## config.mk

```make
export PLATFORM = sky130hd
export DESIGN_NAME = tof_sample_collector
export DESIGN_NICKNAME = d
export VERILOG_FILES = /design/src/rtl/tof_collect_pkg.sv /design/src/rtl/tof_sample_fifo.sv /design/src/rtl/tof_sample_collector.sv
export SDC_FILE = /design/constraint.sdc
export NUM_CORES = 1
export LEC_CHECK = 0
export CAP_MARGIN = 20
export CORE_AREA = 4 4 203 254
export CTS_BUF_LIST = sky130_fd_sc_hd__clkbuf_16
export DETAILED_ROUTE_END_ITERATION = 10
export DIE_AREA = 0 0 207 258
export PLACE_DENSITY = 0.63
export SETUP_SLACK_MARGIN = 0.3
export SYNTH_ARGS = -nofsm -noshare
export SYNTH_HDL_FRONTEND = slang
export SYNTH_SLANG_ARGS = --single-unit
```

## constraint.sdc

```tcl
create_clock -name clk -period 6.5 [get_ports clk]
set_input_delay 1.95 -clock clk [delete_from_list [all_inputs] [get_ports clk]]
set_output_delay 1.95 -clock clk [all_outputs]
set_load 0.01 [all_outputs]
```

## src/rtl/tof_collect_pkg.sv

```systemverilog
// Shared types and helpers for the ToF sample collector.
// Optional feature macro: TOF_COLLECT_TIMESTAMP_EN (adds a 16-bit push timestamp to each sample).
package tof_collect_pkg;
  localparam int NUM_TOF   = 8;
  localparam int TOF_IDX_W = 3;
  localparam int DIST_W    = 16;
  localparam int SIDX_W    = 5;

`ifdef TOF_COLLECT_TIMESTAMP_EN
  localparam int TS_W = 16;
  typedef struct packed {
    logic [TS_W-1:0]      timestamp;
    logic [TOF_IDX_W-1:0] chan;
    logic [SIDX_W-1:0]    sensor_index;
    logic [DIST_W-1:0]    distance;
  } tof_sample_t;
`else
  typedef struct packed {
    logic [TOF_IDX_W-1:0] chan;
    logic [SIDX_W-1:0]    sensor_index;
    logic [DIST_W-1:0]    distance;
  } tof_sample_t;
`endif

  localparam int SAMPLE_W = $bits(tof_sample_t);

  // First enabled index strictly after ptr, wrapping; ptr itself is the last candidate,
  // so a lone enabled sensor keeps the pointer parked on it.
  function automatic logic [TOF_IDX_W-1:0] next_enabled(input logic [TOF_IDX_W-1:0] ptr,
                                                        input logic [NUM_TOF-1:0]   mask);
    logic [TOF_IDX_W-1:0] idx;
    logic                 found;
    next_enabled = ptr;
    found        = 1'b0;
    for (int i = 1; i <= NUM_TOF; i++) begin
      idx = ptr + TOF_IDX_W'(i);
      if (!found && mask[idx]) begin
        next_enabled = idx;
        found        = 1'b1;
      end
    end
  endfunction
endpackage

```

## src/rtl/tof_sample_fifo.sv

```systemverilog
// Synchronous show-ahead FIFO: dout always presents the head entry while not empty.
// A push into a full FIFO is only honoured when a pop happens in the same cycle.
module tof_sample_fifo #(
  parameter int WIDTH = 24,
  parameter int DEPTH = 16
) (
  input  logic                     clk,
  input  logic                     reset,
  input  logic                     push,
  input  logic                     pop,
  input  logic [WIDTH-1:0]         din,
  output logic [WIDTH-1:0]         dout,
  output logic [$clog2(DEPTH):0]   count,
  output logic                     full,
  output logic                     empty
);
  localparam int AW = $clog2(DEPTH);

  logic [WIDTH-1:0] r_mem [DEPTH];
  logic [AW-1:0]    r_wr;
  logic [AW-1:0]    r_rd;
  logic [AW:0]      r_cnt;
  logic             w_push;
  logic             w_pop;

  assign full   = (r_cnt == (AW+1)'(DEPTH));
  assign empty  = (r_cnt == '0);
  assign w_pop  = pop && !empty;
  assign w_push = push && (!full || w_pop);
  assign dout   = r_mem[r_rd];
  assign count  = r_cnt;

  // Storage: no reset needed, contents are invisible while empty
  always_ff @(posedge clk) begin
    if (w_push) r_mem[r_wr] <= din;
  end

  // Pointers and occupancy; depth is a power of two so pointers wrap naturally
  always_ff @(posedge clk) begin
    if (!reset) begin
      r_wr  <= '0;
      r_rd  <= '0;
      r_cnt <= '0;
    end else begin
      if (w_push) r_wr <= r_wr + 1'b1;
      if (w_pop)  r_rd <= r_rd + 1'b1;
      case ({w_push, w_pop})
        2'b10:   r_cnt <= r_cnt + 1'b1;
        2'b01:   r_cnt <= r_cnt - 1'b1;
        default: r_cnt <= r_cnt;
      endcase
    end
  end
endmodule

```

## src/rtl/tof_sample_collector.sv

```systemverilog
// Round-robin drain of the 8-channel ToF front end into a valid/ready sample stream.
// The scan pointer drives the front end's index select directly; the front end clears the
// selected flag each cycle, so a flag seen here is captured (or counted as dropped) exactly once.
// Optional feature macro: TOF_COLLECT_TIMESTAMP_EN (16-bit free-running timestamp per sample).
module tof_sample_collector
  import tof_collect_pkg::*;
#(
  parameter int FIFO_DEPTH = 16,
  parameter int DROP_W     = 16
) (
  input  logic                          clk,
  input  logic                          reset,
  input  logic [NUM_TOF-1:0]            ready_in,
  input  logic [SIDX_W+DIST_W-1:0]      data_in,
  output logic [TOF_IDX_W-1:0]          tof_index,
  input  logic [NUM_TOF-1:0]            enable_mask,
  output logic [SAMPLE_W-1:0]           m_data,
  output logic                          m_valid,
  input  logic                          m_ready,
  output logic [$clog2(FIFO_DEPTH):0]   fill_level,
  output logic [DROP_W-1:0]             drop_cnt
);
  logic [TOF_IDX_W-1:0] r_ptr;
  logic [DROP_W-1:0]    r_drop;
  logic                 w_full;
  logic                 w_empty;
  logic                 w_hit;
  logic                 w_pop;
  logic                 w_accept;
  logic                 w_push;
  logic                 w_drop;
  tof_sample_t          w_sample;

  // A selected sensor is only captured while its mask bit is still set
  assign w_hit     = ready_in[r_ptr] && enable_mask[r_ptr];
  assign w_pop     = !w_empty && m_ready;
  assign w_accept  = !w_full || w_pop;
  assign w_push    = w_hit && w_accept;
  assign w_drop    = w_hit && !w_accept;
  assign tof_index = r_ptr;
  assign m_valid   = !w_empty;
  assign drop_cnt  = r_drop;

`ifdef TOF_COLLECT_TIMESTAMP_EN
  logic [TS_W-1:0] r_ts;

  // Free-running cycle counter, sampled into each pushed sample
  always_ff @(posedge clk) begin
    if (!reset) r_ts <= '0;
    else        r_ts <= r_ts + 1'b1;
  end
`endif

  // Pack the sample for the currently selected sensor
  always_comb begin
    w_sample              = '0;
    w_sample.chan         = r_ptr;
    w_sample.sensor_index = data_in[SIDX_W+DIST_W-1:DIST_W];
    w_sample.distance     = data_in[DIST_W-1:0];
`ifdef TOF_COLLECT_TIMESTAMP_EN
    w_sample.timestamp    = r_ts;
`endif
  end

  // Scan pointer: advance to the next enabled sensor, hold when nothing is enabled
  always_ff @(posedge clk) begin
    if (!reset)                 r_ptr <= '0;
    else if (enable_mask != '0) r_ptr <= next_enabled(r_ptr, enable_mask);
  end

  // Saturating count of samples lost to a full FIFO
  always_ff @(posedge clk) begin
    if (!reset)                         r_drop <= '0;
    else if (w_drop && (r_drop != '1))  r_drop <= r_drop + 1'b1;
  end

  tof_sample_fifo #(
    .WIDTH (SAMPLE_W),
    .DEPTH (FIFO_DEPTH)
  ) u_fifo (
    .clk   (clk),
    .reset (reset),
    .push  (w_push),
    .pop   (w_pop),
    .din   (w_sample),
    .dout  (m_data),
    .count (fill_level),
    .full  (w_full),
    .empty (w_empty)
  );
endmodule

```

==> impl_metrics.toml <==
[sta]
max_freq_ghz = 0.191
period_share = 0.805
slew_violations = 0
layout_min_cycle_time_ns = 5.23
rsz0062_at_grt = "false"
slew_headroom = 0.351
fin_hold_ws_ns = 0.500
worst_slew_pin_slew_ns = 0.971
skew_ns = 0.0176
layout_setup_ws_ns = 1.27
finalSetupTns_ns = 0
hold_violations = 0
setup_viol = 0

[clock_network]
clk_pin_slew_ns = 0.06
htreeDepth = 2
cts_tree = "built"
cts_buffers = 43
root_buffer = "clkbuf_16"
clock_path_buffers = 3
cts_setup_buffers = 0
cts_resized = 0
clock-sinks = 420
clock_latency_ns = 0.54
cts_hold_buf = 0

[detailed_routing]
met2_length_mm = 18.4
dr_total_vias = 8283
wl_met3_mm = 1.53
routed_wl_mm = 35.7
drtIter0Drc = 567
drt_pass1_iterations = 4
vias_per_cell = 5.08
ant_nets = 0
top_layer = "met4"
drc = 0
post_drt_wl_per_cell_um = 21.9
met1_length_mm = 15.1

[place]
place_area_mm2 = 0.0188
io_buffer_count = 88
dpl.hpwl_mm = 20.4
place.gp.congestion = 0.759
preCtsSetupSlack_ns = 0.966

[worst_hold_path]
min-delay-start = "drop_cnt[15]$_SDFFE_PN0P_"
min_path_cells = 2
holdPathEnd = "drop_cnt[15]$_SDFFE_PN0P_"
hp-class = "reg -> reg"

[logic_synthesis]
syn_area_mm2 = 0.0170
yosys-top-cells-area = "edfxtp_1, mux4_2, dfxtp_1"
yosys.area.top_type = "edfxtp_1"
post-synth-top-count-cell = "edfxtp_1"
ys_ff_latch = 420
ys_seq_area_frac = 0.721
dominantRegCellSynth = "edfxtp_1"
synth_edf_count = 384
synth_top_cell_area_share = 0.678
synth_cell_types = 57
syn_area_per_cell_um2 = 20.5
synth_cells = 831
synthTopCellsByCount = "edfxtp_1, mux4_2, nor2_1"
syn-num-nets = 883
async_flop_share = 0
yosys_warnings = 0

[global_route]
grt_pass1_wl_mm = 54.8
grt_pass1_vias = 8834
grt_max_degree = 49
antenna_found_initial = 0
track_usage = 0.132
overflow = 0

[power_and_ir_drop]
power_switching_w = 0.00205
p_seq_frac = 0.425
p_int_w = 0.00561
power.share.switching = 0.268
totalPowerFinal_w = 0.00766
leakagePower_nw = 6.20
p_clk_frac = 0.318
p_comb_frac = 0.257
peakVddDrop_mv = 0.186
power.density_mw_per_mm2 = 379

[layout]
synthToLayoutAreaGrowth_pct = 19.0
fin_nets = 997
final_cell_area_mm2 = 0.0202
drive_above_1_share = 0.259
antenna_cells = 0
fill_cells = 4376

[floorplan]
die_h_um = 258
core_region_area_mm2 = 0.0492
design.die.area_mm2 = 0.0534
start_util = 0.346
ioPinCount = 89
die_w_um = 207
rows = 91

[worst_setup_path]
r2r_end = "u_fifo.count[4]$_SDFFE_PN0P_"
rr_worst_depth = 13
crit_fanout = 48
start_kind = "flip-flop"
cp-end-kind = "output port"
timing.rr.start = "tof_index[0]$_SDFFE_PN0P_"
path_class = "reg -> out"
r2r_slack_ns = 2.34
cp.required_ns = 4.55
cp.arrival_ns = 3.28

[flow_run]
drv_cap = 0

[run_status]
status = "finished, final reports clean"
## state kept, by name (all words and copies together) (netlist names), named ones only
name and cells:
u_fifo.r_mem 384, u_fifo.count 5, tof_index 3, drop_cnt 16, u_fifo.r_wr 4, u_fifo.r_rd 4
## worst max-delay path by stage
stage                              start  slack, ns  cells past startpoint                            to
final                          flip-flop       1.27                      4                    m_data[21]
after global routing           flip-flop       1.08                      4                    m_data[21]
after CTS                      flip-flop       1.15                      4                    m_data[21]
after detailed placement  enable_mask[7]       0.97                     14  u_fifo.count[4]$_SDFFE_PN0P_
after global placement    enable_mask[3]       0.96                     14  u_fifo.count[4]$_SDFFE_PN0P_
after floorplan           enable_mask[5]       1.01                      6  u_fifo.r_mem[0][0]$_DFFE_PP_
## critical path: stages (launching register included)
cell and delay (ns):
dfxtp_4 0.83, buf_4 0.47, mux4_2 0.36, mux4_2 0.49
clkdlybuf4s50_1 0.56
## through the flow
step / cells / util
after global placement: 1550 / 0.382
after CTS: 1630 / 0.411
final: 1630 / 0.411
after detailed placement: 1551 / 0.383
after global routing: 1630 / 0.411
after floorplan: 831 / -
## metal layers
metal  vias to the layer above  track usage
met4                         0       0.0325
li1                       3683            -
met1                      4382        0.174
met2                       175        0.227
met5                         -            0
met3                        43       0.0267
## layout make-up
type                            instances  area, µm²  area share
Clock buffer                           44       1100      0.0544
Clock inverter                         35        305      0.0151
Multi-Input combinational cell        350       4580       0.227
Inverter                               17       63.8     0.00315
Sequential cell                       420      12300       0.606
Timing Repair Buffer                  113       1100      0.0544
Tap cell                              651        815      0.0403
## cells in the final DEF (no fill, tap or decap), drive strengths merged, types with 2 or more instances in the layout
master         instances
o2111ai                2
o311ai                 2
dfxtp                 36
nor2                  37
edfxtp               384
nor4                   6
a21o                   3
nand4                  6
or4                    3
bufinv                 5
nand2b                 2
clkdlybuf4s50         88
mux4                 132
buf                   25
or3                    4
nand3b                 2
nor3                  13
a21boi                 3
clkinvlp               2
clkinv                21
mux2i                 13
ha                    12
nand3                 11
xor2                  11
mux2                   5
nand2                 23
clkbuf                44
o21ai                 10
inv                   24
nor4b                  2
and3                   3
nand4b                 2
a21oi                 14
xnor2                 13
## logic make-up (layout without fill, tap and decap cells)
| family | after synthesis | count (layout) | share of synthesized area |
|---|---|---|---|
| DFF | 420 | 420 | 0.721 |
| muxes | 150 | 150 | 0.187 |
| and+or+nand+nor | 119 | 119 | 0.0372 |
| buffers and inverters | 61 | 209 | 0.0155 |
| AOI/OAI and AO/OA | 45 | 45 | 0.0185 |
| xor gates and xnor gates | 24 | 24 | 0.0124 |
| adders and majority gates | 12 | 12 | 0.00883 |
## power groups by stage
| stage | Clock, W | Combinational (W) | Sequential, W |
|---|---|---|---|
| 3_5_place_dp | 0 | 0.00201 | 0.00332 |
| 4_1_cts | 0.00251 | 0.00202 | 0.00326 |
| 5_1_grt | 0.00262 | 0.00215 | 0.00328 |
| 2_1_floorplan | 0 | 0.00139 | 0.00326 |
| 6_report | 0.00244 | 0.00197 | 0.00325 |
| 3_3_place_gp | 0 | 0.00199 | 0.00331 |
Note: power is estimated with default switching activity, not from simulation.
